<file path="src/rtl/mac_accumulator.sv">
// mac_accumulator: sums a frame of LEN unsigned products into one result on a valid/ready port.
// Define MAC_SATURATE_EN to clamp result_out to all ones when the frame sum overflows 2*WIDTH bits.
module mac_accumulator #(
  parameter int unsigned WIDTH     = 40,
  parameter int unsigned LEN       = 16,
  parameter int unsigned ACC_WIDTH = 2*WIDTH + $clog2(LEN) + 1
) (
  input  logic                 clk_in,
  input  logic                 rst_in,
  input  logic                 start_in,
  input  logic [2*WIDTH-1:0]   pdt_in,
  input  logic                 pdt_valid_in,
  output logic [2*WIDTH-1:0]   result_out,
  output logic                 result_valid_out,
  input  logic                 result_ready_in,
  output logic                 overflow_out,
  output logic                 busy_out
);

  localparam int unsigned PW = 2*WIDTH;
  localparam int unsigned CW = $clog2(LEN + 1);

  typedef enum logic [1:0] {IDLE, ACCUM, DONE} state_t;

  state_t               state_q, state_d;
  logic [ACC_WIDTH-1:0] acc_q, acc_d;
  logic [CW-1:0]        cnt_q, cnt_d;
  logic [PW-1:0]        pdt_q, pdt_d;
  logic                 vld_q, vld_d;

  logic                 frame_full;
  logic                 accept;

  assign frame_full = (cnt_q == CW'(LEN));
  assign accept     = (state_q == ACCUM) && pdt_valid_in && !frame_full;

  always_comb begin
    state_d = state_q;
    acc_d   = acc_q;
    cnt_d   = cnt_q;
    pdt_d   = pdt_q;
    vld_d   = 1'b0;
    unique case (state_q)
      IDLE: begin
        if (start_in) begin
          acc_d   = '0;
          cnt_d   = '0;
          pdt_d   = '0;
          state_d = ACCUM;
        end
      end
      ACCUM: begin
        if (vld_q) begin
          acc_d = acc_q + ACC_WIDTH'(pdt_q);
        end
        if (accept) begin
          pdt_d = pdt_in;
          vld_d = 1'b1;
          cnt_d = cnt_q + CW'(1);
        end
        // Leave only once the last accepted product has drained out of the input register.
        if (frame_full && !vld_q) begin
          state_d = DONE;
        end
      end
      DONE: begin
        if (result_ready_in) begin
          state_d = IDLE;
        end
      end
      default: state_d = IDLE;
    endcase
  end

  always_ff @(posedge clk_in) begin
    if (rst_in) begin
      state_q <= IDLE;
      acc_q   <= '0;
      cnt_q   <= '0;
      pdt_q   <= '0;
      vld_q   <= 1'b0;
    end else begin
      state_q <= state_d;
      acc_q   <= acc_d;
      cnt_q   <= cnt_d;
      pdt_q   <= pdt_d;
      vld_q   <= vld_d;
    end
  end

  assign overflow_out     = |acc_q[ACC_WIDTH-1:PW];
  assign result_valid_out = (state_q == DONE);
  assign busy_out         = (state_q != IDLE);

`ifdef MAC_SATURATE_EN
  assign result_out = overflow_out ? '1 : acc_q[PW-1:0];
`else
  assign result_out = acc_q[PW-1:0];
`endif

endmodule

</file>
<file path="config.mk">
export PLATFORM = sky130hd
export DESIGN_NAME = mac_accumulator
export DESIGN_NICKNAME = d
export VERILOG_FILES = /design/src/rtl/mac_accumulator.sv
export SDC_FILE = /design/constraint.sdc
export NUM_CORES = 1
export LEC_CHECK = 0
export CAP_MARGIN = 30
export CORE_ASPECT_RATIO = 1.75
export CORE_MARGIN = 10
export CORE_UTILIZATION = 30
export CTS_BUF_LIST = sky130_fd_sc_hd__clkbuf_4
export CTS_CLUSTER_DIAMETER = 60
export CTS_CLUSTER_SIZE = 25
export DETAILED_ROUTE_END_ITERATION = 8
export PLACE_DENSITY = 0.6
export SLEW_MARGIN = 20
export SYNTH_ARGS = -nofsm -noshare
export SYNTH_HDL_FRONTEND = slang
export SYNTH_SLANG_ARGS = --single-unit
</file>
<file path="constraint.sdc">
create_clock -name clk_in -period 3.1 [get_ports clk_in]
set_input_delay 0.62 -clock clk_in [delete_from_list [all_inputs] [get_ports clk_in]]
set_output_delay 0.62 -clock clk_in [all_outputs]
set_load 0.005 [all_outputs]
</file>
## After elaboration in Yosys (flattened, before gate mapping)

Cells that the tools add are included.
Widths: inputs -> output; s select.

- Register bits: 173
- Latch bits: 0
- RAM bits: 0
- Memory bits (read-only): 0
- Input port bits: 85
- Output and inout port bits: 83
- Logic and storage cells: 43
- Memories: 0

- Add/sub/neg operators: 2
- Multiply operators: 0
- Div/mod/pow operators: 0
- Magnitude comparators: 0
- Equality and inequality tests: 8
- Shifts and indexed selects: 0
- Multiplexer cells: 14
- Bitwise logic cells: 1
- Reduce and logical (&&, ||, !) cells: 13

Operators with widths:

| operator | number |
|---|---|
| $mux 85 | 2 |
| $pmux 85 s2 | 1 |
| $mux 80 | 2 |
| $pmux 80 s2 | 1 |
| $add 85x80->85 | 1 |
| $mux 5 | 2 |
| $pmux 5 s2 | 1 |
| $reduce_and 3->1 | 3 |
| $mux 2 | 3 |
| $ne 2x2->1 const B | 3 |
| $pmux 2 s3 | 1 |
| $add 5x1->5 const B | 1 |
| $eq 5x5->1 const B | 1 |
| $reduce_or 5->1 | 1 |
| $ne 2x1->1 const B | 2 |
| $reduce_bool 2->1 | 2 |
| $logic_and 1x1->1 | 3 |
| $eq 2x1->1 const B | 1 |
| $eq 2x2->1 const B | 1 |
| $logic_not 1->1 | 2 |
| $logic_not 2->1 | 1 |
| $reduce_or 2->1 | 1 |
| $mux 1 | 1 |
| $not 1->1 | 1 |

## Longest topological paths before layout

Gate-level depths: netlist of run 1.

- Word-level depth: 5
- Gate-level depth with buffers: 13
- Mapped depth without buffers: 13

## Least setup slack after synthesis of run 1

Ideal clock, no wire load.

- Path type: reg-to-reg
- Start: register acc_q[31]
- End: register acc_q[81]
- Library setup time: 0.122 ns
- Arrival: 2.724 ns
- Path slack: 0.254 ns
- Cell stages (with the launch flop): 13
- Period minus slack after synthesis: 2.846 ns
- Path through: dfxtp_1 -> ha_1 -> buf_2 -> a21oi_1 -> a21boi_0 -> a211o_1 -> a211oi_1 -> o21ai_1 -> o21bai_1 -> a21oi_2 -> nor2_2 -> mux2_4 -> a311o_1

- Longest elaborated chain between the ends: 3

Ends and longest elaborated chain:

| element | line | source |
|---|---|---|
| start, declared | 26 | `logic [ACC_WIDTH-1:0] acc_q, acc_d;` |
| start signal, assigned | 78 | `acc_q <= '0;` |
| start signal, assigned | 84 | `acc_q <= acc_d;` |
| $add 85x80->85 | 54 | `acc_d = acc_q + ACC_WIDTH'(pdt_q);` |
| $mux 85 | 53 | `if (vld_q) begin` |
| $pmux 85 s2 | 43 | `unique case (state_q)` |

No other way between the ends. The select of a mux whose other input is x is not followed.
A chain may end at the register's enable or synchronous reset.

## Worst setup path after layout of run 1

- Start: register acc_q[17]
- End: register acc_q[80]

The elaborated chain is that of the path after synthesis.

==> summary.md, run 1 <==
| Metric | Value |
|---|---|
| Status | complete, no violations |
| Inserted Clock Buffers | 17 |
| VDD IR max | 194 µV |
| Reg-to-reg setup timing slack | ~120 ps |
| IO Port Bufs | 167 |
| Initial Util | 0.304 |
| Pwr dens | 295 nW/µm² |
| Net count after synthesis | 1,730 |
| Clk_skew | roughly 33 ps |
| DR WL/cell | about 19 µm |
| Leakage power | ~5.4 nW |
| Worst-Skew Late Latency | about 650 ps |
| Number of synthesized register bits | between 150 and 200 |
| Post-CTS Hold Buffers | 0 |
| Fmax | approximately 340 MHz |
| Comb pwr share | 0.145 |
| DP HPWL | roughly 33 mm |
| DRC viols | 0 |
| Final setup viols | 0 |
| Worst Hold End | acc_q[42]$_SDFFE_PP0P_ |
| Clk sink count | 173 |
| CP arrival | between 3000 and 4000 ps |
| Pre-CTS WS | -173 ps |
| Synthesis-to-layout area growth | 27.3% |
| Crit Reg-Reg Endpoint | acc_q[80]$_SDFFE_PP0P_ |
| # nets final | approximately 1,900 |
| Sequential cell area fraction in the yosys report | 0.295 |
| Post-synth top flop | dfxtp_1 |
| YS warnings | 0 |
| Crit path kind | flip-flop to flip-flop |
| Critical Path End Type | flip-flop |
| Gate count of the mapped netlist | 1,562 |
| WHS | between 300 and 400 ps |
| Slew @ Worst Pin | 907 ps |
| Min Tclk post-route | a little under 3000 ps |
| Vias | 11,519 |
| Max clock buf depth | 2 |
| CTS tree | done |
| Antenna violations before repair | 2 |
| Number of DRC markers in iteration 0 | 560 |
| CORE AREA | between 30,000 and 40,000 µm² |
| Die area | 47,700 µm² |
| Hold WC Path Type | primary input to flip-flop |
| R2R depth | 13 |
| Slew HR | 0.396 |
| Flop pwr share | 0.525 |
| GRT Residual Overflow | 0 |
| Sw Ratio | 0.291 |
| Number of synthesized flops with an enable pin | 0 |
| Unrepaired setup endpoints after global routing | yes |
| Vias in the first global route | roughly 12,000 |
| First-pass GRT wire length | between 60 and 70 mm |
| Worst setup SP type | flip-flop |
| Rows | 95 |
| Final Max Slew Viols | 0 |
| Clk slew on worst S/H paths | 150 ps |
| Final period util | 0.961 |
| Largest net degree at the start of global routing | ~110 |
| Setup ws final | between 100 and 150 ps |
| Sw Pwr | ~1.3 mW |
| Mean Syn Cell Area | around 7.5 µm² |
| Root buffer cell | clkbuf_4 |
| H-tree depth | 4 |
| Worst hold start | rst_in |
| Total GRT Usage | 0.173 |
| Placer congestion estimate | approximately 0.9 |
| Max FO, Critical Path | 6 |
| Vias/cell | approximately 5.2 |
| Final Hold Viols | 0 |
| DR pass1 iterations | 5 |
| Top Ports | 168 |
| Post-Route WL | around 42 mm |
| Routed Antenna Nets | 0 |
| Die X | between 150 and 200 µm |
| Die height | about 280 µm |
| Max_cap viols | 0 |
| Worst r2r src | acc_q[17]$_SDFFE_PP0P_ |
| Hold Path Cell Cnt | 2 |
| CP required | roughly 3700 ps |
| Share of total power in the clock network | 0.330 |
| Cell variety after synth | 74 |
| Int Power | 3.12 mW |
| Share of cells above drive strength 1 | 0.165 |
| Synth async-reset ratio | 0 |
| Mapped Area | 11,700 µm² |
-- sequential cells by signal, summed over array words and instances (netlist names) --
register / cells
vld_q: 1
cnt_q: 5
acc_q: 85
pdt_q: 80
state_q: 2
-- cells in the final DEF (no fill, tap or decap), types with 26 or more instances in the layout --
cell type and count:
o21ai_0 71, buf_4 123, nor2_1 100, ha_1 53, nand3_1 100, a22oi_1 30, inv_1 31, clkdlybuf4s50_1 166
a21oi_1 191, nand2_1 214, xnor2_1 42, xor2_1 33, o21ai_1 26, dfxtp_1 157, nand4_1 31
-- repair_timing --
item,in CTS,in global routing
gates resized for setup,28,91
setup buffers,1,8
setup endpoints to repair,21,30
endpoints found under the hold margin,0,0
pin swaps,5,28
cloned,0,0
-- cell type report --
| type | count | area, µm² |
|---|---|---|
| antenna | 1 | 2.50 |
| clock buffer | 19 | 143 |
| clock inverter | 13 | 163 |
| fill | 4091 | 23600 |
| inverter | 31 | 116 |
| multi-input combinational | 1180 | 7690 |
| sequential | 173 | 3480 |
| tap | 485 | 607 |
| timing repair buffer | 296 | 2720 |
-- critical path, cell delays in order, from the launching register on --
cell and delay (ps):
dfxtp_1 390, ha_4 300, buf_4 140, nand2_1 70, o211ai_1 230, a21oi_2 110, o31a_1 270, a211o_1 300
a21oi_2 140, buf_4 140, a221o_1 220, a21oi_2 100, or3_1 400, a21oi_2 140
-- how the worst max path moves through the flow --
| stage | startpoint | to | slack (ps) | cells after the start |
|---|---|---|---|---|
| 2_1_floorplan | acc_q[31]$_SDFFE_PP0P_ | acc_q[81]$_SDFFE_PP0P_ | 250 | 12 |
| 3_3_place_gp | acc_q[18]$_SDFFE_PP0P_ | acc_q[47]$_SDFFE_PP0P_ | -190 | 13 |
| 3_5_place_dp | acc_q[18]$_SDFFE_PP0P_ | acc_q[47]$_SDFFE_PP0P_ | -170 | 12 |
| 4_1_cts | acc_q[0]$_SDFFE_PP0P_ | acc_q[80]$_SDFFE_PP0P_ | 8 | 14 |
| 5_1_grt | acc_q[4]$_SDFFE_PP0P_ | acc_q[61]$_SDFFE_PP0P_ | -70 | 13 |
| 6_report | acc_q[17]$_SDFFE_PP0P_ | acc_q[80]$_SDFFE_PP0P_ | 120 | 13 |
-- synth_stat cells (5+ instances only) --
cell type	n	share of area
a211oi_1	11	0.0070
a21o_1	20	0.013
a21oi_1	206	0.088
a221oi_1	6	0.0045
a22oi_1	30	0.019
a31oi_1	8	0.0043
a41oi_1	5	0.0037
and2_1	9	0.0048
and3_1	8	0.0043
buf_1	8	0.0026
buf_2	11	0.0047
buf_4	80	0.051
clkbuf_1	74	0.024
dfxtp_1	173	0.30
ha_1	82	0.088
inv_1	31	0.0099
nand2_1	217	0.069
nand2b_1	8	0.0043
nand3_1	101	0.043
nand4_1	31	0.017
nor2_1	104	0.033
nor2b_1	11	0.0059
nor3_1	26	0.011
o21a_1	10	0.0064
o21ai_0	77	0.033
o21ai_1	25	0.011
o21bai_1	24	0.015
o31ai_1	5	0.0032
or3_1	6	0.0032
xnor2_1	42	0.031
xor2_1	33	0.025
-- logic make-up after synthesis --
kind of cell               Yosys count  share of synthesized area
muxes                                4                    0.00384
xor gates and xnor gates            75                     0.0560
DFF                                173                      0.295
and+or+nand+nor                    544                      0.213
adders and majority gates           83                     0.0892
AOI/OAI and AO/OA                  474                      0.246
buffers and inverters              209                     0.0964
-- through the flow --
step	total power, mW	setup TNS (ps)	area, µm²	util	cells
after floorplan	2.69	0	11700	-	1562
after global placement	2.98	-337	14000	0.363	2156
after detailed placement	2.99	-978	14000	0.363	2156
after CTS	4.46	0	14400	0.375	2189
after global routing	4.61	-154	14900	0.388	2198
final	4.40	0	14900	0.388	2198
-- power by group through the flow --
stage / logic, mW / clock network (mW) / registers [mW]
global placement: 0.628 / 0 / 2.35
finish: 0.639 / 1.45 / 2.31
global route: 0.704 / 1.59 / 2.32
CTS: 0.637 / 1.51 / 2.31
floorplan: 0.346 / 0 / 2.34
detailed placement: 0.632 / 0 / 2.36
-- metal layers --
layer,track usage,routed length (µm),up-vias
met5,0,7,-
met4,0.0741,1630,2
met3,0.0368,1750,81
met2,0.350,24100,231
met1,0.159,14900,5469
li1,-,-,5736
No activity file was read; power rests on OpenSTA's default activity.
==> run 2: changes to the inputs <==
--- a/config.mk
+++ b/config.mk
@@ -13,6 +13,7 @@
 export CTS_CLUSTER_DIAMETER = 60
 export CTS_CLUSTER_SIZE = 25
 export DETAILED_ROUTE_END_ITERATION = 8
+export HOLD_SLACK_MARGIN = 0.1
 export PLACE_DENSITY = 0.6
 export SLEW_MARGIN = 20
 export SYNTH_ARGS = -nofsm -noshare
==> constraint.sdc (replaced) <==
create_clock -name clk_in -period 3.1 [get_ports clk_in]
set_input_delay 0.775 -clock clk_in [delete_from_list [all_inputs] [get_ports clk_in]]
set_output_delay 0.775 -clock clk_in [all_outputs]
set_load 0.005 [all_outputs]
==> run 2 against run 1 <==
  * Utilization down 0.18 points
  * Hold slack better by 70 ps
  * Clock skew increased by 1.1 ps
  * Combinational power fell by 0.8%
  * Cell count barely moved
  * Critical path depth is 1 lower
  * Design area fell by 0.47%
  * Register-to-register slack worse by 40 ps
  * Die area did not move
  * Non-clock buffer count shrank 2
==> summary.md, run 2 (synthesis gave the netlist of run 1 again) <==
| Metric | Value |
|---|---|
| Register area | between 3000 and 4000 µm² |
| Fmax | around 330 MHz |
| Worst r2r src | pdt_q[35]$_SDFFE_PP0P_ |
| R2R depth | 12 |
| Grt met3 use | 0.0382 |
| Worst setup SP type | flip-flop |
| Routed Antenna Nets | 0 |
| Met1 Use GR | 0.158 |
| Leading registers by flop count | acc_q: 85 flops, pdt_q: 80 flops, cnt_q: 5 flops |
| Flop pwr share | 0.542 |
| Global routing usage on met2 | 0.342 |
| Post-Route WL | 42.6 mm |
| CP required | between 3000 and 4000 ps |
| Synthesis-to-layout area growth | 26.7% |
| # nets final | roughly 1,900 |
| IO Port Bufs | about 170 |
| Clk slew on worst S/H paths | ~170 ps |
| Slew HR | 0.370 |
| Vias in the first global route | approximately 12,000 |
| Crit Reg-Reg Endpoint | acc_q[78]$_SDFFE_PP0P_ |
| Leakage power | about 5.4 nW |
| Clk_skew | about 34 ps |
| Worst hold start | rst_in |
| Min Tclk post-route | 3020 ps |
| Most common library cell in the layout ignoring fill and taps | nand2_1 |
| Total GRT Usage | 0.172 |
| Final period util | 0.973 |
| Power Total | approximately 4.3 mW |
| Root buffer cell | clkbuf_4 |
| Clk sink count | 173 |
| Die X | around 170 µm |
| Rows | 95 |
| CP arrival | between 3000 and 4000 ps |
| Inserted Clock Buffers | 17 |
| DR WL/cell | about 19 µm |
| Worst-Skew Late Latency | approximately 680 ps |
| Share of cells above drive strength 1 | 0.163 |
| Sw Ratio | 0.321 |
| Slew @ Worst Pin | ~940 ps |
| Reg-to-reg setup timing slack | around 83 ps |
| Most frequent cells in the layout | nand2_1 (214), a21oi_1 (193), clkdlybuf4s50_1 (166) |
| DR pass1 iterations | 5 |
| Max FO, Critical Path | 7 |
| Most Crowded Layer GR | met2 |
| Max FFs per register | 85 |
| Unrepaired setup endpoints after global routing | yes |
| Largest net degree at the start of global routing | 85 |
| H-tree depth | 4 |
| CORE AREA | around 39,000 µm² |
| Initial Util | 0.304 |
| DRC viols | 0 |
| GRT Residual Overflow | 0 |
| Placed Area | around 14,000 µm² |
| Status | complete, no violations |
| Comb pwr share | 0.149 |
| Die height | roughly 280 µm |
| Antenna violations before repair | 2 |
| Worst Hold End | pdt_q[59]$_SDFFE_PP0P_ |
| Pwr dens | between 200 and 300 nW/µm² |
| Vias | between 10,000 and 15,000 |
| DP HPWL | 33.6 mm |
| Design Area, Final | 14,900 µm² |
| Critical Path End Type | flip-flop |
| Final Max Slew Viols | 0 |
| Most flop-heavy register | acc_q |
| Hold WC Path Type | primary input to flip-flop |
| First-pass GRT wire length | 64.6 mm |
| CTS tree | done |
| Number of DRC markers in iteration 0 | between 400 and 500 |
| Hold Path Cell Cnt | 2 |
| Vias/cell | between 5 and 6 |
| Final setup viols | 0 |
| Placer congestion estimate | 0.930 |
| Die area | around 48,000 µm² |
| VDD IR max | between 200 and 250 µV |
| Sw Pwr | about 1.4 mW |
| Int Power | around 2.9 mW |
| Combined area of the multi-input logic cells | roughly 7700 µm² |
| Max clock buf depth | 2 |
| Share of total power in the clock network | 0.309 |
| Fill cell count | ~4,100 |
| Top Ports | ~170 |
| Crit path kind | flip-flop to flip-flop |
| Final Hold Viols | 0 |
| Max_cap viols | 0 |
[run 2: power by group through the flow]
stage	clock [mW]	combinational, mW	sequential (mW)
floorplan	0	0.346	2.34
global placement	0	0.623	2.36
detailed placement	0	0.627	2.36
CTS	1.36	0.631	2.31
global route	1.44	0.697	2.32
finish	1.32	0.634	2.31
[run 2: worst max-delay path by stage]
stage / start / endpoint / cells after the start
6_report: pdt_q[35]$_SDFFE_PP0P_ / acc_q[78]$_SDFFE_PP0P_ / 12
5_1_grt: pdt_q[35]$_SDFFE_PP0P_ / acc_q[78]$_SDFFE_PP0P_ / 12
4_1_cts: acc_q[27]$_SDFFE_PP0P_ / acc_q[78]$_SDFFE_PP0P_ / 12
3_5_place_dp: acc_q[32]$_SDFFE_PP0P_ / acc_q[76]$_SDFFE_PP0P_ / 10
3_3_place_gp: acc_q[18]$_SDFFE_PP0P_ / acc_q[47]$_SDFFE_PP0P_ / 13
2_1_floorplan: acc_q[31]$_SDFFE_PP0P_ / acc_q[81]$_SDFFE_PP0P_ / 12
[run 2: repair_timing]
action,CTS,global route
endpoints found under the setup margin,14,28
pin swaps,7,24
setup buffers,10,5
hold buffers,0,0
gates resized for setup,23,97
[run 2: final cells by class]
| cell class | instances | area share |
|---|---|---|
| Antenna cell | 1 | 0.000168 |
| Clock buffer | 18 | 0.00910 |
| Clock inverter | 14 | 0.00868 |
| Inverter | 31 | 0.00783 |
| Multi-Input combinational cell | 1180 | 0.519 |
| Sequential cell | 173 | 0.235 |
| Tap cell | 485 | 0.0409 |
| Timing Repair Buffer | 294 | 0.180 |
[run 2: per-stage QoR]
stage	std cells	util	worst slack, ps	setup TNS, ps	hold WS, ps
after detailed placement	2148	0.361	-122	-622	451
after global placement	2148	0.361	-153	-275	445
after floorplan	1562	-	254	0	436
after CTS	2190	0.373	-12.9	-19.5	367
final	2196	0.386	82.8	0	411
after global routing	2196	0.386	-28.2	-51.5	386
[run 2: critical path, stage by stage (launching register included)]
cell and delay [ps]:
dfxtp_1 430, ha_2 350, a21oi_1 190, o21ai_2 110, a2111oi_4 360, o31a_1 220, a211o_1 200, a21oi_2 80
buf_4 150, a221o_1 370, a31oi_2 230, xnor2_1 160, o21ai_1 80
[run 2: layer usage]
layer,up-vias,share of wire
met5,-,0.00030
met4,2,0.045
met3,83,0.042
met2,244,0.57
met1,5502,0.35
li1,5742,-
